`config.mk`:
```
export PLATFORM = sky130hd
export DESIGN_NAME = run_trace_ctrl
export DESIGN_NICKNAME = d
export VERILOG_FILES = /design/src/rtl/run_trace_ctrl.sv
export SDC_FILE = /design/constraint.sdc
export NUM_CORES = 1
export LEC_CHECK = 0
export BUFFER_PORTS_ARGS = -buffer_cell sky130_fd_sc_hd__buf_2
export CAP_MARGIN = 5
export CORE_MARGIN = 1
export CORE_UTILIZATION = 46
export DETAILED_ROUTE_END_ITERATION = 12
export GPL_ROUTABILITY_DRIVEN = 0
export GPL_TIMING_DRIVEN = 0
export HOLD_SLACK_MARGIN = 0.02
export RECOVER_POWER = 25
export SYNTH_ARGS = -nofsm -noshare
export SYNTH_HDL_FRONTEND = slang
export SYNTH_SLANG_ARGS = --single-unit
```
`constraint.sdc`:
```
create_clock -name rt_clk -period 15.82 [get_ports rt_clk]
set_input_delay 1.582 -clock rt_clk [delete_from_list [all_inputs] [get_ports rt_clk]]
set_output_delay 1.582 -clock rt_clk [all_outputs]
set_load 0.05 [all_outputs]
```
`src/rtl/run_trace_ctrl.sv`:
```
// -----------------------------------------------------------------------------
// run_trace_ctrl
//
// Run controller and write-back trace buffer for the MIPS pipeline datapath.
// After an accepted start it holds the datapath clock-enable low for WARMUP
// cycles, so the pipeline flushes its reset state. It then raises ce for the
// latched number of cycles and ends in DONE. During RUN every qualified
// write-back is captured as a {pc, data} pair into a FIFO. In DONE the trace is
// drained through a one-cycle-latency read port.
//
// Ports
//   rt_clk            clock, rising edge
//   rt_rst            synchronous reset, active high
//   rt_i_start        start pulse, honoured in IDLE or DONE only
//   rt_i_cycles       run length, latched on an accepted start
//   rt_o_ce           registered clock-enable to the datapath
//   rt_i_pc           PC from the datapath
//   rt_i_wb_data      write-back data from the datapath
//   rt_i_wb_valid     write-back qualifier
//   rt_o_busy         high in WARMUP and RUN
//   rt_o_done         high in DONE
//   rt_o_cycle_cnt    RUN cycles elapsed, saturating at the limit
//   rt_o_capture_cnt  FIFO occupancy, 0..DEPTH
//   rt_o_overflow     sticky: a capture was dropped on a full FIFO
//   rt_i_rd_en        pop request (DONE only)
//   rt_o_rd_valid     one-cycle pulse qualifying rd_pc / rd_data
//   rt_o_rd_pc        popped PC, holds when rd_valid is low
//   rt_o_rd_data      popped write-back data, holds when rd_valid is low
//   rt_o_empty        FIFO empty
// -----------------------------------------------------------------------------
module run_trace_ctrl #(
  parameter int unsigned PC_WIDTH = 32,
  parameter int unsigned DWIDTH   = 32,
  parameter int unsigned DEPTH    = 16,
  parameter int unsigned CW       = 16,
  parameter int unsigned WARMUP   = 2
) (
  input  logic                       rt_clk,
  input  logic                       rt_rst,
  input  logic                       rt_i_start,
  input  logic [CW-1:0]              rt_i_cycles,
  output logic                       rt_o_ce,
  input  logic [PC_WIDTH-1:0]        rt_i_pc,
  input  logic [DWIDTH-1:0]          rt_i_wb_data,
  input  logic                       rt_i_wb_valid,
  output logic                       rt_o_busy,
  output logic                       rt_o_done,
  output logic [CW-1:0]              rt_o_cycle_cnt,
  output logic [$clog2(DEPTH):0]     rt_o_capture_cnt,
  output logic                       rt_o_overflow,
  input  logic                       rt_i_rd_en,
  output logic                       rt_o_rd_valid,
  output logic [PC_WIDTH-1:0]        rt_o_rd_pc,
  output logic [DWIDTH-1:0]          rt_o_rd_data,
  output logic                       rt_o_empty
);

  localparam int unsigned PW = $clog2(DEPTH);
  localparam int unsigned OW = PW + 1;
  // Warm-up counter spans 0..WARMUP-1.
  localparam int unsigned WW = (WARMUP < 2) ? 1 : $clog2(WARMUP);
  localparam logic [WW-1:0] WARM_LAST = WW'((WARMUP == 0) ? 0 : WARMUP - 1);
  localparam logic [OW-1:0] OCC_FULL  = OW'(DEPTH);

  localparam logic [1:0] S_IDLE   = 2'd0;
  localparam logic [1:0] S_WARMUP = 2'd1;
  localparam logic [1:0] S_RUN    = 2'd2;
  localparam logic [1:0] S_DONE   = 2'd3;

  // ---------------------------------------------------------------------------
  // State
  // ---------------------------------------------------------------------------
  logic [1:0]          r_state;
  logic [1:0]          w_state_nxt;
  logic                r_ce;
  logic                w_ce_nxt;
  logic [CW-1:0]       r_limit;
  logic [CW-1:0]       r_cycle_cnt;
  logic [WW-1:0]       r_warm_cnt;

  logic [PW-1:0]       r_wr_ptr;
  logic [PW-1:0]       r_rd_ptr;
  logic [OW-1:0]       r_count;
  logic                r_overflow;

  logic                r_rd_valid;
  logic [PC_WIDTH-1:0] r_rd_pc;
  logic [DWIDTH-1:0]   r_rd_data;

  logic [PC_WIDTH-1:0] r_mem_pc   [DEPTH];
  logic [DWIDTH-1:0]   r_mem_data [DEPTH];

  // ---------------------------------------------------------------------------
  // Decode
  // ---------------------------------------------------------------------------
  logic w_idle_or_done;
  logic w_start_acc;
  logic w_full;
  logic w_empty;
  logic w_capture;
  logic w_wr_en;
  logic w_drop;
  logic w_rd_en;
  logic w_warm_last;
  logic w_run_last;

  assign w_idle_or_done = (r_state == S_IDLE) || (r_state == S_DONE);
  assign w_start_acc    = rt_i_start && w_idle_or_done;
  assign w_full         = (r_count == OCC_FULL);
  assign w_empty        = (r_count == '0);
  assign w_capture      = (r_state == S_RUN) && rt_i_wb_valid;
  assign w_wr_en        = w_capture && !w_full;
  assign w_drop         = w_capture && w_full;
  // A start in DONE takes priority over a pop in the same cycle.
  assign w_rd_en        = (r_state == S_DONE) && rt_i_rd_en && !w_empty && !w_start_acc;
  assign w_warm_last    = (r_warm_cnt == WARM_LAST);
  // Last RUN cycle: this edge brings cycle_cnt up to the limit.
  assign w_run_last     = (r_state == S_RUN) && ((r_cycle_cnt + CW'(1)) == r_limit);

  // ---------------------------------------------------------------------------
  // Next state; ce is registered alongside the state so it is high exactly in RUN
  // ---------------------------------------------------------------------------
  always_comb begin
    w_state_nxt = r_state;
    w_ce_nxt    = 1'b0;
    case (r_state)
      S_IDLE, S_DONE: begin
        if (w_start_acc) begin
          if (rt_i_cycles == '0) begin
            w_state_nxt = S_DONE;
          end else if (WARMUP == 0) begin
            w_state_nxt = S_RUN;
            w_ce_nxt    = 1'b1;
          end else begin
            w_state_nxt = S_WARMUP;
          end
        end
      end
      S_WARMUP: begin
        if (w_warm_last) begin
          w_state_nxt = S_RUN;
          w_ce_nxt    = 1'b1;
        end
      end
      S_RUN: begin
        if (w_run_last) begin
          w_state_nxt = S_DONE;
        end else begin
          w_ce_nxt = 1'b1;
        end
      end
      default: begin
        w_state_nxt = S_IDLE;
      end
    endcase
  end

  // ---------------------------------------------------------------------------
  // Sequencer registers
  // ---------------------------------------------------------------------------
  always_ff @(posedge rt_clk) begin
    if (rt_rst) begin
      r_state     <= S_IDLE;
      r_ce        <= 1'b0;
      r_limit     <= '0;
      r_cycle_cnt <= '0;
      r_warm_cnt  <= '0;
    end else begin
      r_state <= w_state_nxt;
      r_ce    <= w_ce_nxt;
      if (w_start_acc) begin
        r_limit     <= rt_i_cycles;
        r_cycle_cnt <= '0;
        r_warm_cnt  <= '0;
      end else begin
        if (r_state == S_WARMUP) begin
          r_warm_cnt <= r_warm_cnt + WW'(1);
        end
        if ((r_state == S_RUN) && (r_cycle_cnt != r_limit)) begin
          r_cycle_cnt <= r_cycle_cnt + CW'(1);
        end
      end
    end
  end

  // ---------------------------------------------------------------------------
  // FIFO pointers, occupancy and sticky overflow
  // Writes happen only in RUN and pops only in DONE, so they never coincide.
  // ---------------------------------------------------------------------------
  always_ff @(posedge rt_clk) begin
    if (rt_rst) begin
      r_wr_ptr   <= '0;
      r_rd_ptr   <= '0;
      r_count    <= '0;
      r_overflow <= 1'b0;
    end else if (w_start_acc) begin
      r_wr_ptr   <= '0;
      r_rd_ptr   <= '0;
      r_count    <= '0;
      r_overflow <= 1'b0;
    end else begin
      if (w_wr_en) begin
        r_wr_ptr <= r_wr_ptr + PW'(1);
      end
      if (w_rd_en) begin
        r_rd_ptr <= r_rd_ptr + PW'(1);
      end
      if (w_wr_en && !w_rd_en) begin
        r_count <= r_count + OW'(1);
      end else if (w_rd_en && !w_wr_en) begin
        r_count <= r_count - OW'(1);
      end
      if (w_drop) begin
        r_overflow <= 1'b1;
      end
    end
  end

  // Storage needs no reset: occupancy gates every read.
  always_ff @(posedge rt_clk) begin
    if (w_wr_en) begin
      r_mem_pc[r_wr_ptr]   <= rt_i_pc;
      r_mem_data[r_wr_ptr] <= rt_i_wb_data;
    end
  end

  // ---------------------------------------------------------------------------
  // Read port: data registers hold their value between pops
  // ---------------------------------------------------------------------------
  always_ff @(posedge rt_clk) begin
    if (rt_rst) begin
      r_rd_valid <= 1'b0;
      r_rd_pc    <= '0;
      r_rd_data  <= '0;
    end else begin
      r_rd_valid <= w_rd_en;
      if (w_rd_en) begin
        r_rd_pc   <= r_mem_pc[r_rd_ptr];
        r_rd_data <= r_mem_data[r_rd_ptr];
      end
    end
  end

  // ---------------------------------------------------------------------------
  // Outputs
  // ---------------------------------------------------------------------------
  assign rt_o_ce          = r_ce;
  assign rt_o_busy        = (r_state == S_WARMUP) || (r_state == S_RUN);
  assign rt_o_done        = (r_state == S_DONE);
  assign rt_o_cycle_cnt   = r_cycle_cnt;
  assign rt_o_capture_cnt = r_count;
  assign rt_o_overflow    = r_overflow;
  assign rt_o_rd_valid    = r_rd_valid;
  assign rt_o_rd_pc       = r_rd_pc;
  assign rt_o_rd_data     = r_rd_data;
  assign rt_o_empty       = w_empty;

endmodule

```
### Word level (Yosys, flattened, before mapping)

Memory sizes are Yosys's and may differ from the RTL's. A register that Yosys moved wholly into a read port is not among the register bits.
Index checks and enable logic that the tools add are counted.
Widths: inputs -> output; s select.

| word-level totals | value |
|---|---|
| flip-flop bits (word level) | 51 |
| memory bits (writable) | 1,024 |
| bits of input ports | 85 |
| output and inout port bits | 91 |
| word-level logic and storage cells | 64 |
| memories | 2 |

| cells by class | value |
|---|---|
| add/sub/neg operators | 6 |
| eq/ne operators | 9 |
| mux-type cells | 12 |
| reduce and logical (&&, ||, !) cells | 25 |

Memory list:

| memory | depth | bits a word | rd ports | clocked after Yosys merged registers in | write ports | RTL line | source |
|---|---|---|---|---|---|---|---|
| r_mem_data | 16 | 32 | 1 | 1 | 1 | 91 | `logic [DWIDTH-1:0] r_mem_data [DEPTH];` |
| r_mem_pc | 16 | 32 | 1 | 1 | 1 | 90 | `logic [PC_WIDTH-1:0] r_mem_pc [DEPTH];` |

Operators with widths:

| kind | number |
|---|---|
| $add 16x1->16 const B | 1 |
| $eq 16x16->1 | 1 |
| $logic_not 16->1 | 1 |
| $ne 16x16->1 | 1 |
| $logic_and 1x1->1 | 11 |
| $mux 5 | 2 |
| $add 4x1->4 const B | 2 |
| $mux 2 | 4 |
| $ne 2x2->1 const B | 3 |
| $pmux 2 s3 | 1 |
| $add 5x1->5 const B | 1 |
| $eq 5x5->1 const B | 1 |
| $logic_not 1->1 | 5 |
| $logic_not 5->1 | 1 |
| $sub 5x1->5 const B | 1 |
| $eq 2x2->1 const B | 2 |
| $mux 1 | 4 |
| $reduce_or 2->1 | 2 |
| $reduce_and 3->1 | 1 |
| $eq 2x1->1 const B | 1 |
| $logic_not 2->1 | 1 |
| $logic_or 1x1->1 | 2 |
| $pmux 1 s2 | 1 |
| $reduce_bool 2->1 | 1 |
| $add 1x1->1 const B | 1 |

### Logic depth before layout (Yosys ltp)

| depth | value |
|---|---|
| depth after elaboration | 8 |
| gate-level depth with buffers | 16 |
| depth with buffers taken out | 15 |

### Worst setup path before layout

No wires, ideal clock.

| path | value |
|---|---|
| path kind | input port to flip-flop |
| from | input rt_i_wb_valid |
| to | memory r_mem_data[3][0] (enable) |
| library setup time | 0.564 ns |
| arrival | 6.650 ns |
| required time | 15.256 ns |
| slack | 8.605 ns |
| stages on the path | 4 |
| path buffers | 0 |
| cell sequence | nand2_1 a21oi_1 nand2_1 nor3_1 |

| between the ends | value |
|---|---|
| longest elaborated chain between the ends | 4 |

Ends and longest elaborated chain:

| what | RTL line | source |
|---|---|---|
| from (decl) | 45 | `input logic rt_i_wb_valid,` |
| $logic_and 1x1->1 | 111 | `assign w_capture = (r_state == S_RUN) && rt_i_wb_valid;` |
| $logic_and 1x1->1 | 112 | `assign w_wr_en = w_capture && !w_full;` |
| net w_wr_en | 101 | `logic w_wr_en;` |
| $mux 1 | 221 | `if (w_wr_en) begin` |
| $mux 1 (implied by the code) | 223 | `r_mem_data[r_wr_ptr] <= rt_i_wb_data;` |
| to (decl) | 91 |  |

The timed path passes the listed nets, and every way through them passes these cells.

### Worst setup path after layout

| path | value |
|---|---|
| from | input rt_i_start |
| to | register r_count[4] (netlist: rt_o_capture_cnt[4]) |

| between the ends | value |
|---|---|
| longest elaborated chain between the ends | 6 |
| elaborated cells between the ends (all ways) | 9 |
| classes of those cells | mux (1); reduce/logical (8) |

Ends and longest elaborated chain:

| what | RTL line | source |
|---|---|---|
| from (decl) | 40 | `input logic rt_i_start,` |
| $logic_and 1x1->1 (*) | 108 | `assign w_start_acc = rt_i_start && w_idle_or_done;` |
| $logic_not 1->1 | 115 | `assign w_rd_en = (r_state == S_DONE) && rt_i_rd_en && !w_empty && !w_start_acc;` |
| $logic_and 1x1->1 | 115 |  |
| $logic_not 1->1 | 208 | `if (w_wr_en && !w_rd_en) begin` |
| $logic_and 1x1->1 | 208 |  |
| $mux 5 or $reduce_bool 2->1 (tied branches) | -- |  |
| to (signal assigned) | 209 | `r_count <= r_count + OW'(1);` |
| to (signal assigned) | 211 | `r_count <= r_count - OW'(1);` |
| to (decl) | 83 | `logic [OW-1:0] r_count;` |

Mark *: on every way between the ends. The rest lies on a longest branch, timed or not.
A chain may end at the register's enable or synchronous reset.

==> run summary <==
The run finished with clean final reports. The logs give 43700 µm² for the total standard cell area after synthesis and 113 for the number of buffers inserted during clock tree synthesis. In this run the worst hold path is classified as reg2reg. After synthesis, the largest family of logic cells by area is multiplexers. Setup repair after global routing left no endpoint under its margin.

The final critical-path required period is 5230 ps, and the placeable core region is 93700 µm². Summed over all cells, the static leakage comes to 16.0 nW. Share of cell area taken by muxes after synthesis: 0.166.

After routing, the total negative slack on setup checks comes to 0 ps. After clock tree synthesis, the flow added hold-fix buffers numbering 0. The floorplan has 112 rows. The number of warnings issued by yosys is 0. The critical path launch point type is an input port. For the maximum level of the CTS H-tree, the log shows 3.

After clock tree synthesis, the clock-pin slew on the worst setup and hold paths is 60 ps. The adder-cell area share of the yosys netlist works out to 0.00418. The later pin in the worst-skew pair is clocked with a latency of 680 ps.

The total DRC errors in the routed layout is 0, and the area share of and/or/nand/nor cells after synthesis is 0.0313. The overall track demand over capacity in global routing is 0.229, and the count of endpoints failing hold in the final timing report is 0. The average via count per standard cell came out at 5.82.

In this run the horizontal extent of the chip is 310 µm. For this design the ratio of total power to cell area is 124 nW/µm². The number of flops mapped to enable cells by yosys is 1024, and the total wirelength of the detailed-routed design is 109000 µm.

The fraction of final layout cells with drive strength greater than 1 came out at 0.305. The worst-case clock buffer depth is 3. The fraction of the cycle the final worst path needs was 0.331.

The number of register bits inferred by synthesis came out at 1139. Post-CTS timing repair inserted 0 buffers for setup. The tools report the number of antenna violations at the first check in global routing as 13. The post-layout worst setup margin is 10590 ps, and the DRC violation total after the first TritonRoute iteration is 2371.

Between clock sinks in the finished design, the worst skew comes to 19.9 ps. After detailed routing, the average wire length per cell comes to 28.5 µm. In this run the tool buffered the top-level ports with 174 buffer cells. The logs give 0.756 for the sequential fraction of the synthesis area and 0 for the max-slew violation count. The worst register-to-register path has a setup slack of 10810 ps. The die covers 96300 µm². CTS placed an instance of sky130_fd_sc_hd__clkbuf_16 at the clock tree root. The logs give 5 for the first-pass detailed-route iteration total and 5770 ps for the arrival time of the worst setup path. Across the VDD grid, the largest voltage drop is 0.0840 mV. Relative to the synthesized area, the layout overhead comes to 17.1%. For the total vias in the final route, the log shows 22200. Setup violations remaining at the end of the flow were counted as 0. The placement-stage worst setup slack is 9890 ps.

The number of top-level design ports is 176. Max-cap violations in this run came to 0. Global routing finished with a remaining overflow of 0. The xor and xnor fraction of the mapped netlist area came out at 0.00879. The tools report the net count after synthesis as 2189.

Entering global routing, the biggest net connects 22 pins. After legalization and detailed placement, the total HPWL measured 69400 µm. The worst-case headroom to the max-slew limit was 0.0472. The type of destination of the critical path is a register.

Derived from the worst setup path, the maximum achievable clock frequency is 0.191 GHz. For the total number of clock tree sinks, the log shows 1139. The post-cts gate resize count was 0. The height of the chip is 310 µm. The primary flip-flop cell chosen by synthesis mapping is sky130_fd_sc_hd__edfxtp_1. The synthesized-area fraction occupied by ao, oa, aoi and oai cells came out at 0.0167. The tools report the data required time at the worst endpoint as 16360 ps. The run gives 0.466 as the initial core utilization. The detail route stage leaves a number of antenna-violating nets equal to 0. The first global-routing pass estimated 155000 µm of wire. The distinct cell type count of the synthesized netlist was 50; the total power was 6.33 mW.

The run gives 22500 as the number of global-route vias before repair. Slew at the pin with the worst max-slew slack: 1420 ps. Synthesis produced 2090 cells.

The number of nets at the end of the flow was 2560; the average cell area after synthesis was 20.9 µm². In this run the worst path has a maximum fanout of 10. TritonCTS built the clock tree. The async set-or-reset flop fraction in the synthesized netlist works out to 0. The critical path is of the in2reg type.
## placed cells by master (no fill, tap or decap), types with 9 or more instances in the layout
cell type	count
sky130_fd_sc_hd__nor2_1	38
sky130_fd_sc_hd__mux4_2	320
sky130_fd_sc_hd__clkbuf_1	120
sky130_fd_sc_hd__or3_1	10
sky130_fd_sc_hd__buf_1	12
sky130_fd_sc_hd__buf_12	38
sky130_fd_sc_hd__clkbuf_8	9
sky130_fd_sc_hd__nor2_4	12
sky130_fd_sc_hd__a21oi_1	97
sky130_fd_sc_hd__bufinv_16	11
sky130_fd_sc_hd__xor2_1	13
sky130_fd_sc_hd__clkinv_2	24
sky130_fd_sc_hd__clkinv_1	16
sky130_fd_sc_hd__dfxtp_1	115
sky130_fd_sc_hd__nand4_1	19
sky130_fd_sc_hd__buf_2	153
sky130_fd_sc_hd__clkbuf_16	114
sky130_fd_sc_hd__xnor2_1	29
sky130_fd_sc_hd__edfxtp_1	1024
sky130_fd_sc_hd__ha_1	13
sky130_fd_sc_hd__buf_6	62
sky130_fd_sc_hd__inv_1	11
sky130_fd_sc_hd__nand2_1	184
## cell families after synthesis
group / Yosys count
adder cells (fa/ha/maj): 14
multiplexers: 324
buffers and inverters: 129
flip-flops: 1139
AO/OA/AOI/OAI: 130
XOR/XNOR: 43
AND/OR/NAND/NOR: 311
## worst max-delay path, stage by stage
cell,delay [ps]
sky130_fd_sc_hd__buf_2,110
sky130_fd_sc_hd__nand2_1,290
sky130_fd_sc_hd__nand3_1,120
sky130_fd_sc_hd__nor2_1,1060
sky130_fd_sc_hd__inv_2,310
sky130_fd_sc_hd__clkbuf_1,460
sky130_fd_sc_hd__ha_1,390
sky130_fd_sc_hd__inv_1,130
sky130_fd_sc_hd__ha_1,280
sky130_fd_sc_hd__nor2b_1,170
sky130_fd_sc_hd__o21a_1,190
sky130_fd_sc_hd__or3_1,300
sky130_fd_sc_hd__a21oi_1,180
sky130_fd_sc_hd__xnor2_1,130
sky130_fd_sc_hd__nor2_1,50
## layout make-up
type / instances / area (µm²)
flip-flops and latches: 1139 / 33100
clock inverters: 58 / 576
diodes: 2 / 5.00
repair buffers: 256 / 2150
inverters: 12 / 45.0
fillers: 7136 / 42500
multi-input cells: 822 / 10000
plain buffers: 117 / 709
clock buffers: 152 / 3090
well taps: 1254 / 1570
## synth_stat cells (all sizes together) (2+ instances only)
cell       n  area, µm²
buf       72        539
a21oi     97        485
nand2b     4       25.0
nor2b      3       18.8
nor2      50        188
nor4       8       50.1
xnor2     30        270
nand4     20        140
dfxtp    115       2300
and3       3       18.8
o22ai      2       12.5
nand3b     2       15.0
nand3      8       40.0
nor3      12       60.1
clkbuf    45        169
xor2      13        114
or3       10       62.6
o211ai     4       30.0
ha        13        163
edfxtp  1024      30700
o21ai     11       55.1
and4       4       36.3
mux2i      4       40.0
nand2    184        691
inv       12       45.0
a21o       2       15.0
a211oi     3       27.5
mux4     320       7210
a31o       3       26.3
## metal layers
| metal | part of all wire | track usage | vias up | routed length (µm) |
|---|---|---|---|---|
| li1 | - | - | 9317 | - |
| met1 | 0.41 | 0.316 | 11900 | 44400 |
| met2 | 0.50 | 0.384 | 848 | 54500 |
| met3 | 0.072 | 0.0374 | 153 | 7880 |
| met4 | 0.018 | 0.0551 | 18 | 2000 |
| met5 | 0.00097 | 0 | - | 106 |
## worst paths after layout
kind | start | to | depth (start not counted)
worst max-delay path | rt_i_start | rt_o_capture_cnt[4] | 15
worst min-delay path | rt_o_rd_data[21] | rt_o_rd_data[21] | 2
worst max register to register | r_state[0] | rt_o_capture_cnt[4] | 16
worst min register to register | rt_o_rd_data[21] | rt_o_rd_data[21] | 2
## stage by stage
step	instance area (µm²)	util	hold slack (ps)	instances
floorplan	43700	-	450	2090
global placement	46200	0.492	442	3518
detailed placement	47600	0.508	445	3600
CTS	51300	0.547	453	3810
global route	51200	0.546	467	3811
finish	51200	0.546	451	3812
## report_power, final
group | internal [mW] | switching [mW] | total, mW
logic | 0.125 | 0.222 | 0.347
clock network | 1.54 | 1.10 | 2.64
registers | 3.32 | 0.0211 | 3.34
total | 4.98 | 1.34 | 6.33
## sequential cells by signal, summed over array words and instances (netlist names), 5 cells and up
register and cells:
rt_o_rd_data 32, r_limit 16, rt_o_rd_pc 32, r_mem_pc 512, rt_o_capture_cnt 5, r_mem_data 512, rt_o_cycle_cnt 16
Power figures use the tool's default switching activity.
